<file path="config.mk">
export PLATFORM = sky130hd
export DESIGN_NAME = gray_ptr_sync
export DESIGN_NICKNAME = d
export VERILOG_FILES = /design/src/rtl/gray_ptr_pkg.sv /design/src/rtl/Gray2Binary.sv /design/src/rtl/gray_sync_chain.sv /design/src/rtl/gray_ptr_sync.sv
export SDC_FILE = /design/constraint.sdc
export NUM_CORES = 1
export LEC_CHECK = 0
export ABC_AREA = 1
export CORE_AREA = 5 5 72 74
export DETAILED_ROUTE_END_ITERATION = 10
export DIE_AREA = 0 0 77 79
export GPL_ROUTABILITY_DRIVEN = 0
export SYNTH_ARGS = -nofsm -noshare
export SYNTH_HDL_FRONTEND = slang
export SYNTH_HIERARCHICAL = 1
export SYNTH_SLANG_ARGS = --single-unit
</file>
<file path="constraint.sdc">
create_clock -name clk -period 2.3 [get_ports clk]
set_clock_uncertainty 0.15 [all_clocks]
set_input_delay 0.46 -clock clk [delete_from_list [all_inputs] [get_ports clk]]
set_output_delay 0.46 -clock clk [all_outputs]
set_load 0.005 [all_outputs]
</file>
<file path="src/rtl/gray_ptr_pkg.sv">
// gray_ptr_pkg: pointer sizing and Gray/binary helpers for the Gray pointer synchroniser.
package gray_ptr_pkg;
   function automatic int ptr_width(input int addr_w);
      return addr_w + 1;
   endfunction
   function automatic int ptr_depth(input int addr_w);
      return 1 << addr_w;
   endfunction
   localparam int ADDR_W = 4;
   localparam int PW     = ptr_width(ADDR_W);
   localparam int DEPTH  = ptr_depth(ADDR_W);
   function automatic logic [31:0] bin2gray(input logic [31:0] b);
      return b ^ (b >> 1);
   endfunction
   function automatic logic [31:0] gray2bin(input logic [31:0] g);
      logic [31:0] b;
      b[31] = g[31];
      for (int i = 30; i >= 0; i--) b[i] = b[i+1] ^ g[i];
      return b;
   endfunction
endpackage

</file>
<file path="src/rtl/Gray2Binary.sv">
// Gray2Binary: combinational Gray-to-binary converter.
module Gray2Binary #(
   parameter int WIDTH = 5
) (
   input  logic [WIDTH-1:0] i_gray,
   output logic [WIDTH-1:0] o_bin
);
   for (genvar i = 0; i < WIDTH; i++) begin : g_bit
      assign o_bin[i] = ^i_gray[WIDTH-1:i];
   end
endmodule

</file>
<file path="src/rtl/gray_sync_chain.sv">
// gray_sync_chain: bare multi-flop synchroniser, isolated so CDC constraints can target it.
module gray_sync_chain #(
   parameter int SYNC_STAGES = 2,
   parameter int WIDTH       = 5
) (
   input  logic             clk,
   input  logic             rst_n,
   input  logic [WIDTH-1:0] i_async,
   output logic [WIDTH-1:0] o_sync
);
   logic [SYNC_STAGES-1:0][WIDTH-1:0] r_sync;
   always_ff @(posedge clk or negedge rst_n) begin
      if (!rst_n) r_sync <= '0;
      else        r_sync <= {r_sync[SYNC_STAGES-2:0], i_async};
   end
   assign o_sync = r_sync[SYNC_STAGES-1];
endmodule

</file>
<file path="src/rtl/gray_ptr_sync.sv">
// gray_ptr_sync: brings a foreign-domain Gray pointer into clk, converts it to binary,
// computes occupancy against the local pointer and flags illegal pointer steps.
module gray_ptr_sync
   import gray_ptr_pkg::*;
#(
   parameter int ADDR_W      = 4,
   parameter int SYNC_STAGES = 2
) (
   input  logic            clk,
   input  logic            rst_n,
   input  logic [ADDR_W:0] gray_ptr_async,
   input  logic [ADDR_W:0] local_ptr_bin,
   output logic [ADDR_W:0] ptr_gray_sync,
   output logic [ADDR_W:0] ptr_bin_sync,
   output logic [ADDR_W:0] level,
   output logic            empty,
   output logic            sync_valid,
   output logic            step_err,
   output logic            err_sticky
);
   localparam int            PW_L    = ptr_width(ADDR_W);
   localparam logic [PW_L-1:0] DEPTH_P = PW_L'(ptr_depth(ADDR_W));

   if (SYNC_STAGES < 2 || SYNC_STAGES > 4) begin : g_bad_stages
      $error("gray_ptr_sync: SYNC_STAGES must be 2..4");
   end

   logic [PW_L-1:0] w_gray_s, w_bin_next, w_level_next, w_delta;
   logic            w_step_bad, w_level_bad;
   logic [2:0]      r_cnt;

   gray_sync_chain #(.SYNC_STAGES(SYNC_STAGES), .WIDTH(PW_L)) u_sync (
      .clk(clk), .rst_n(rst_n), .i_async(gray_ptr_async), .o_sync(w_gray_s)
   );

   Gray2Binary #(.WIDTH(PW_L)) u_g2b (.i_gray(w_gray_s), .o_bin(w_bin_next));

   // Backward moves wrap to large deltas, so one unsigned compare covers both error cases.
   assign w_level_next = w_bin_next - local_ptr_bin;
   assign w_delta      = w_bin_next - ptr_bin_sync;
   assign w_step_bad   = sync_valid && (w_delta > DEPTH_P);
   assign w_level_bad  = sync_valid && (w_level_next > DEPTH_P);

   always_ff @(posedge clk or negedge rst_n) begin
      if (!rst_n) begin
         ptr_gray_sync <= '0;
         ptr_bin_sync  <= '0;
         level         <= '0;
         empty         <= 1'b1;
         sync_valid    <= 1'b0;
         step_err      <= 1'b0;
         err_sticky    <= 1'b0;
         r_cnt         <= '0;
      end else begin
         ptr_gray_sync <= w_gray_s;
         ptr_bin_sync  <= w_bin_next;
         level         <= w_level_next;
         empty         <= (w_bin_next == local_ptr_bin);
         step_err      <= w_step_bad;
         err_sticky    <= err_sticky | w_step_bad | w_level_bad;
         if (!sync_valid) begin
            r_cnt      <= r_cnt + 3'd1;
            sync_valid <= (r_cnt == 3'(SYNC_STAGES));
         end
      end
   end
endmodule

</file>
* After elaboration in Yosys (flattened, before gate mapping)
Cells that the tools add are included.
Storage, ports and cells: memories 0, bits in read-only memories 0, output and inout port bits 19, bits in latches 0, input port bits 12, register bits 32, memory bits (writable) 0
Operators by class: equal/unequal tests 2, reductions and logical operators 6, shifts and indexed selects 0, bitwise logic cells 2, magnitude comparators 2, mux-type cells 1, divide/modulo/power cells 0, add/subtract/negate cells 3, multiply operators 0
Operators by type and width (count):
- $gt A5 B5 Y1 const B | 2
- $sub A5 B5 Y5 | 2
- $eq A5 B5 Y1 | 1
- $reduce_xor A5 Y1 | 1
- $reduce_xor A4 Y1 | 1
- $add A3 B1 Y3 const B | 1
- $eq A3 B2 Y1 const B | 1
- $reduce_xor A3 Y1 | 1
- $logic_and A1 B1 Y1 | 2
- $or A1 B1 Y1 | 2
- $reduce_xor A2 Y1 | 1
- $mux W1 | 1

* Longest topological paths before layout
Gate-level depths: netlist of the first run.
word-level depth 6, depth in mapped cells 19, depth with buffers taken out 18

* Hierarchy
The synthesis of the first run kept the hierarchy.
By module, submodules not included:
- gray_ptr_sync | cells each 106, area each 1057.3 um^2, instances 1
- gray_sync_chain | cells each 15, area each 287.8 um^2, instances 1
- Gray2Binary | cells each 27, area each 133.9 um^2, instances 1

* Least setup slack after synthesis of the first run
Ideal clock, no wire load.
path type register to register, from register u_sync.r_sync (netlist bit u_sync/o_sync[3]), to register err_sticky, path buffers 1, required time 2.028 ns, period minus slack after synthesis 2.306 ns, arrival time 2.035 ns, stages on the path, launching flop included 16, path slack -0.006 ns, cell sequence dfrtp_1 -> buf_4 -> nand2_1 -> nand3_4 -> nand3_1 -> nand2_1 -> inv_1 -> inv_1 -> ha_1 -> inv_1 -> fa_1 -> or2_0 -> nor2_1 -> nand3_1 -> nand2_1 -> nand3_2
Between the ends: elaborated cells between the ends (all ways) 12
RTL lines:
- from (decl) | line gray_sync_chain.sv:11 | logic [SYNC_STAGES-1:0][WIDTH-1:0] r_sync;
- from (signal assigned) | line gray_sync_chain.sv:14 | else r_sync <= {r_sync[SYNC_STAGES-2:0], i_async};
- $reduce_xor A5 Y1 | line Gray2Binary.sv:9 | assign o_bin[i] = ^i_gray[WIDTH-1:i];
- named net w_bin_next[0] | line gray_ptr_sync.sv:28 | logic [PW_L-1:0] w_gray_s, w_bin_next, w_level_next, w_delta;
- $sub A5 B5 Y5 | line gray_ptr_sync.sv:39 | assign w_level_next = w_bin_next - local_ptr_bin;
- named net w_level_next[1] | line gray_ptr_sync.sv:28
- $gt A5 B5 Y1 | line gray_ptr_sync.sv:42 | assign w_level_bad = sync_valid && (w_level_next > DEPTH_P);
- $logic_and A1 B1 Y1 | line gray_ptr_sync.sv:42
- $or A1 B1 Y1 | line gray_ptr_sync.sv:60 | err_sticky <= err_sticky | w_step_bad | w_level_bad;
- to (signal assigned) | line gray_ptr_sync.sv:60
- to (decl) | line gray_ptr_sync.sv:19 | output logic err_sticky
The timed path passes the listed nets, and every way through them passes these cells. A chain may end at the register's enable or synchronous reset.

* Worst setup path in the final report of the first run
Same ends and word-level chain as after synthesis.

==> results of run 1 <==
worst paths after layout:
check | slack (ns) | start | to
worst max-delay path | 0.01 | u_sync/o_sync[3] | err_sticky
worst min-delay path | 0.20 | u_sync/r_sync[3] | u_sync/o_sync[3]
worst max register to register | 0.01 | u_sync/o_sync[3] | err_sticky
worst min register to register | 0.20 | u_sync/r_sync[3] | u_sync/o_sync[3]
max in group asynchronous | 1.24 | rst_n | empty
min in group asynchronous | 0.43 | rst_n | ptr_gray_sync[4]
cell families after synthesis:
| logic type | after synthesis |
|---|---|
| adders and majority gates | 12 |
| DFF | 32 |
| xor gates and xnor gates | 5 |
| and+or+nand+nor | 57 |
| AOI/OAI and AO/OA | 5 |
| buffers and inverters | 37 |
area by class of cell:
type                            instances  area [um2]  share of cell area [%]
Tap cell                               54       67.56                   3.255
Clock buffer                            7       96.34                   4.641
Inverter                               31       116.4                   5.606
Sequential cell                        32       804.5                   38.76
Timing Repair Buffer                   45       412.9                   19.89
Multi-Input combinational cell         79       548.0                   26.40
Clock inverter                          1       30.03                   1.447
cells in the mapped netlist:
cell / count
nor2_1: 5
nand2_1: 29
nand3_1: 14
dfrtp_1: 31
dfstp_2: 1
a21oi_1: 3
nand4_1: 1
or2_0: 1
buf_4: 6
o21ai_0: 2
fa_1: 2
xnor2_1: 2
nand3_4: 1
nor2_4: 1
xor2_1: 3
nand2_2: 2
ha_1: 10
nand3_2: 3
inv_1: 31
cell usage in the layout (no fill, tap or decap), drive strengths merged:
master / n
or2: 1
o21ai: 2
nand4: 1
xor2: 3
dfrtp: 31
a21oi: 3
inv: 31
clkbuf: 7
xnor2: 2
nor2: 6
dfstp: 1
fa: 2
nand2: 31
ha: 10
buf: 15
bufinv: 1
nand3: 18
clkdlybuf4s50: 30
per-stage QoR:
stage	TNS, ns	setup WS (ns)	area [um2]	instances
5_1_grt	-0.3272	-0.1807	2076	249
4_1_cts	-0.03095	-0.03095	2052	248
2_1_floorplan	0	0.01597	1489	148
3_3_place_gp	-0.07183	-0.07183	1917	240
3_5_place_dp	-0.1009	-0.09336	1917	240
6_report	0	0.01041	2076	249
power by group through the flow:
| stage | clock (mW) | combinational [mW] | sequential, mW |
|---|---|---|---|
| floorplan | 0 | 0.167 | 0.641 |
| global placement | 0 | 0.324 | 0.640 |
| detailed placement | 0 | 0.325 | 0.641 |
| CTS | 0.597 | 0.330 | 0.631 |
| global route | 0.623 | 0.381 | 0.635 |
| finish | 0.578 | 0.332 | 0.630 |
registers in the layout (all words and copies together) (netlist names):
| register | count |
|---|---|
| sync_valid | 1 |
| empty | 1 |
| u_sync/r_sync | 5 |
| err_sticky | 1 |
| level | 5 |
| r_cnt | 3 |
| step_err | 1 |
| ptr_gray_sync | 5 |
| ptr_bin_sync | 5 |
| u_sync/o_sync | 5 |
what timing repair did:
action                     4_1_cts  5_1_grt
pin swaps                        3        2
setup endpoints to repair        2        3
hold buffers                     0        0
resized for setup                4        9
setup buffers                    0        1
metal layers:
metal,wire length (um),global-route usage [%],up-vias,share of wire [%]
li1,-,-,537,-
met1,1192,10.85,472,47
met2,1139,15.45,21,45
met3,170,3.628,4,6.7
met4,26,3.608,0,1.0
met5,0,0,-,0
==> qor.yml, run 1 <==
hold_path_class: "reg2reg"
p_sw_share_pct: 23.97
worst_ep_required_time_ns: 2.31
endpoint_kind: "register"
synth.distinct_cells: 19
setup_viol: 0
cpLargestDelayFamily: "simple AND/OR/NAND/NOR gates"
crit_type: "reg2reg"
tightestPinTransition_ns: 0.3968
rsz0062_at_grt: "true"
num_rows: 25
path_max_fanout: 4
cp_slowest_cell: "dfrtp_2"
power_frac_seq_pct: 40.9
drcViolationCount: 0
setup.worst_path.start_class: "register"
cts_buffer_depth: 2
whs_ns: 0.1975
fmax_mhz: 436.8
synth_compound_area_share_pct: 1.692
relSlewSlack_pct: 73.55
layout.nets: 218
comb_power_share_pct: 21.6
pin_count: 31
p_leak_nw: 1.046
die-area_mm2: 0.006083
synth_top_family_by_area: "simple AND/OR/NAND/NOR gates"
syn-num-nets: 172
port-buffer-count: 30
critical_path_depth: 14
routed_wl_um: 2529
whs_path_depth: 0
fp.dieH_um: 79
ys_seq_area_share_pct: 54.23
overflow: 0
wl_per_cell_um: 10.16
path_buf_inv: 3
clock_latency_ns: 0.27
slew_viol_final: 0
fill_cells: 418
vdd_drop_max_uv: 303.8
grt_pass1_wl_um: 4519
synthCells: 148
status: "finished clean"
cts_buffers: 5
hold_viol: 0
cts_tree: "built"
grt_pass1_vias: 1045
period_share_pct: 99.55
fin_util_pct: 45.77
core_area_mm2: 0.004536
start_util_pct: 32.61
yosys-top-cells-area: "dfrtp_1 52%, ha_1 8.5%, inv_1 7.9%"
critPathMaxStageDelay_ns: 0.44
synthToLayoutAreaGrowth_pct: 40.36
ys_seq_elements: 32
antenna_found_initial: 0
r2r_cells: 14
fp.dieW_um: 77
p_switching_uw: 369.1
internal-power_mw: 1.171
fin_crit_ns: 2.290
yosys_warnings: 6
grt_max_degree: 33
cap_violations: 0
clkPwrFrac_pct: 37.5
htreeDepth: 2
synth_area_per_cell_um2: 9.993
p_total_mw: 1.540
path_cells: "nand2_2 > nand3_2 > nand3_1 > nand2_1 > inv_1 > inv_2 > ha_2 > inv_2 > fa_2 > or2_0 > nor2_1 > nand3_1 > nand2_1 > nand3_2"
cts-root-buf: "clkbuf_8"
grtUsageTotal_pct: 9.313
dr.pass1.iters: 4
hpwl_um: 1924
critPathArrivalTime_ns: 2.30
antenna_cells: 0
synthSimpleGateAreaFrac_pct: 19.04
synth-adder-area-share_pct: 11.17
vias: 1034
cts_sinks: 32
final_layout_size_suffix_gt1_share_pct: 25.64
clk_pin_slew_worst_paths_ns: 0.07
postRouteAntennaNets: 0
synthMuxAreaShare_pct: 0
yosys.area_share.xor_xnor_pct: 2.961
drtIter0Drc: 38
synth_top_area_share_pct: 52.45
syn_area_mm2: 0.001479
synth_top_cell_by_area: "dfrtp_1"
power_density_mw_per_mm2: 742.0
via_per_inst: 4.153
No activity file was read; power rests on OpenSTA's default activity.
==> inputs of run 2 (changes only) <==
Settings changed: CORE_AREA 5 5 72 74 to 5 5 64 66, CTS_BUF_LIST from default to sky130_fd_sc_hd__clkbuf_4, DIE_AREA 0 0 77 79 to 0 0 69 71, PLACE_DENSITY from default to 0.72.
==> qor.yml, run 2 (synthesis results as in run 1) <==
clk_pin_slew_worst_paths_ns: 0.09  # was 0.07 ns
grt_max_degree: 33  # unchanged
violations: "setup timing"
cts_buffers: 5  # unchanged
slew_viol_final: 0  # unchanged
synthToLayoutAreaGrowth_pct: 40.27  # was 40.36%
dp_cells: 232  # was 240
whs_ns: 0.2040  # was 0.1975 ns
htreeDepth: 2  # unchanged
design_area_mm2: 0.002074  # was 0.002076 mm2
vdd_drop_max_uv: 414.2  # was 303.8 uV
critPathMaxStageDelay_ns: 0.47  # was 0.44 ns
worst_slack_ns: -0.04440  # was 0.01041 ns
cp_slowest_cell: "dfrtp_2"  # unchanged
num_rows: 22  # was 25
cts_tree: "built"  # unchanged
cts-root-buf: "clkbuf_4"  # was clkbuf_8
tightestPinTransition_ns: 0.3881  # was 0.3968 ns
wl_per_cell_um: 10.83  # was 10.16 um
postRouteAntennaNets: 0  # unchanged
grt_pass1_vias: 1184  # was 1045
die-area_mm2: 0.004899  # was 0.006083 mm2
fmax_mhz: 426.5  # was 436.8 MHz
core_area_mm2: 0.003523  # was 0.004536 mm2
layout_commonest_cell: "clkdlybuf4s50_1"  # unchanged
hpwl_um: 2043  # was 1924 um
vias: 1075  # was 1034
cpMostUsedCell: "inv_2"
worst_ep_required_time_ns: 2.37  # was 2.31 ns
pin_count: 31  # unchanged
fin_crit_ns: 2.344  # was 2.290 ns
fin_util_pct: 58.88  # was 45.77%
antenna_cells: 0  # unchanged
hold_path_class: "reg2reg"  # unchanged
period_share_pct: 101.9  # was 99.55%
power_density_mw_per_mm2: 666.6  # was 742.0 mW/mm2
final_cells: 244  # was 249
grt_pass1_wl_um: 4857  # was 4519 um
setup_viol: 1  # was 0
dr.pass1.iters: 4  # unchanged
crit_type: "reg2reg"  # unchanged
cap_violations: 0  # unchanged
fill_cells: 321  # was 418
antenna_found_initial: 0  # unchanged
routed_wl_um: 2643  # was 2529 um
start_util_pct: 41.97  # was 32.61%
endpoint_kind: "register"  # unchanged
drtIter0Drc: 20  # was 38
rsz0062_at_grt: "true"  # unchanged
place_area_mm2: 0.001894  # was 0.001917 mm2
path_max_fanout: 4  # unchanged
port-buffer-count: 30  # unchanged
drcViolationCount: 0  # unchanged
setup.worst_path.start_class: "register"  # unchanged
layout.nets: 219  # was 218
grtUsageTotal_pct: 12.46  # was 9.313%
cts_sinks: 32  # unchanged
overflow: 0  # unchanged
relSlewSlack_pct: 74.13  # was 73.55%
hold_viol: 0  # unchanged
layout_common_cells: "30 x clkdlybuf4s50_1, 29 x dfrtp_1, 25 x inv_1, 21 x nand2_1, 16 x buf_4"  # was 30 x clkdlybuf4s50_1, 29 x dfrtp_1, 25 x inv_1, 23 x nand2_1, 15 x buf_4
status: "finished with violations"  # was finished clean
via_per_inst: 4.406  # was 4.153
path_cells: "inv_4 > nand2_4 > nand3_4 > nand3_2 > nand2_2 > inv_2 > inv_2 > ha_4 > inv_2 > fa_1 > or2_0 > nor2_1 > nand3_1 > nand2_1 > nand3_2"  # was nand2_2 > nand3_2 > nand3_1 > nand2_1 > inv_1 > inv_2 > ha_2 > inv_2 > fa_2 > or2_0 > nor2_1 > nand3_1 > nand2_1 > nand3_2
cts_buffer_depth: 2  # unchanged
fp.dieH_um: 71  # was 79 um
dp_slack_ns: -0.1581  # was -0.09336 ns
p_leak_nw: 1.048  # was 1.046 nW
fp.dieW_um: 69  # was 77 um
critPathArrivalTime_ns: 2.41  # was 2.30 ns
final_layout_size_suffix_gt1_share_pct: 26.53  # was 25.64%
clock_latency_ns: 0.33  # was 0.27 ns
-- run 2: cell count changes in the layout (fill, tap and decap cells not counted), moves of 2 or more --
cell      before  now
clkinv_1       0    2
inv_2          6    4
nand2_1       23   21
inv_4          0    2
clkbuf_8       7    0
nand2_4        0    3
clkbuf_4       0    5
nand3_1       12   10
-- run 2: cell type report --
type	instances	area, um2	share of cell area [%]
clock inverters	3	37.54	1.809
multi-input cells	79	593.1	28.59
inverters	31	121.4	5.850
clock buffers	5	37.54	1.809
repair buffers	46	420.4	20.27
well taps	48	60.06	2.895
flip-flops and latches	32	804.5	38.78
-- run 2: routing by layer --
layer	part of all wire, %	up-vias	track usage, %
li1	-	541	-
met5	0	-	0
met1	39	505	12.39
met4	1.6	0	5.206
met3	5.6	5	5.256
met2	54	24	22.78
-- run 2: worst max-delay path: cells and delay by family, from the launching register on --
family	cells	cell delay, ns
AND/OR/NAND/NOR	9	0.81
adder cells (fa/ha/maj)	2	0.57
flip-flops	1	0.47
buffers and inverters	4	0.24
-- run 2: per-stage QoR --
step	power (mW)	TNS [ns]
2_1_floorplan	0.8082	0
3_3_place_gp	0.9517	-0.07562
3_5_place_dp	0.9682	-0.2316
4_1_cts	1.400	-0.06951
5_1_grt	1.480	-0.3704
6_report	1.383	-0.04440
-- run 2: power breakdown --
part	internal [mW]	switching, mW
Sequential	0.610	0.0203
Combinational	0.185	0.166
Clock	0.222	0.179
-- run 2: path summary, 6_finish.rpt --
kind | slack (ns) | to | start | depth (start not counted)
max in group asynchronous | 1.31 | empty | rst_n | 2
worst max-delay path | -0.04 | err_sticky | u_sync/o_sync[3] | 15
worst min-delay path | 0.20 | u_sync/o_sync[1] | u_sync/r_sync[1] | 0
min in group asynchronous | 0.37 | ptr_bin_sync[3] | rst_n | 2
worst max register to register | -0.04 | err_sticky | u_sync/o_sync[3] | 15
worst min register to register | 0.20 | u_sync/o_sync[1] | u_sync/r_sync[1] | 0
-- run 2: repair_timing --
item / CTS / global route
pin swaps: 9 / 6
hold endpoints to repair: 0 / 0
hold buffers: 0 / 0
buffers inserted: 4 / 0
resized for setup: 13 / 10
cloned: 0 / 0
setup endpoints to repair: 2 / 3
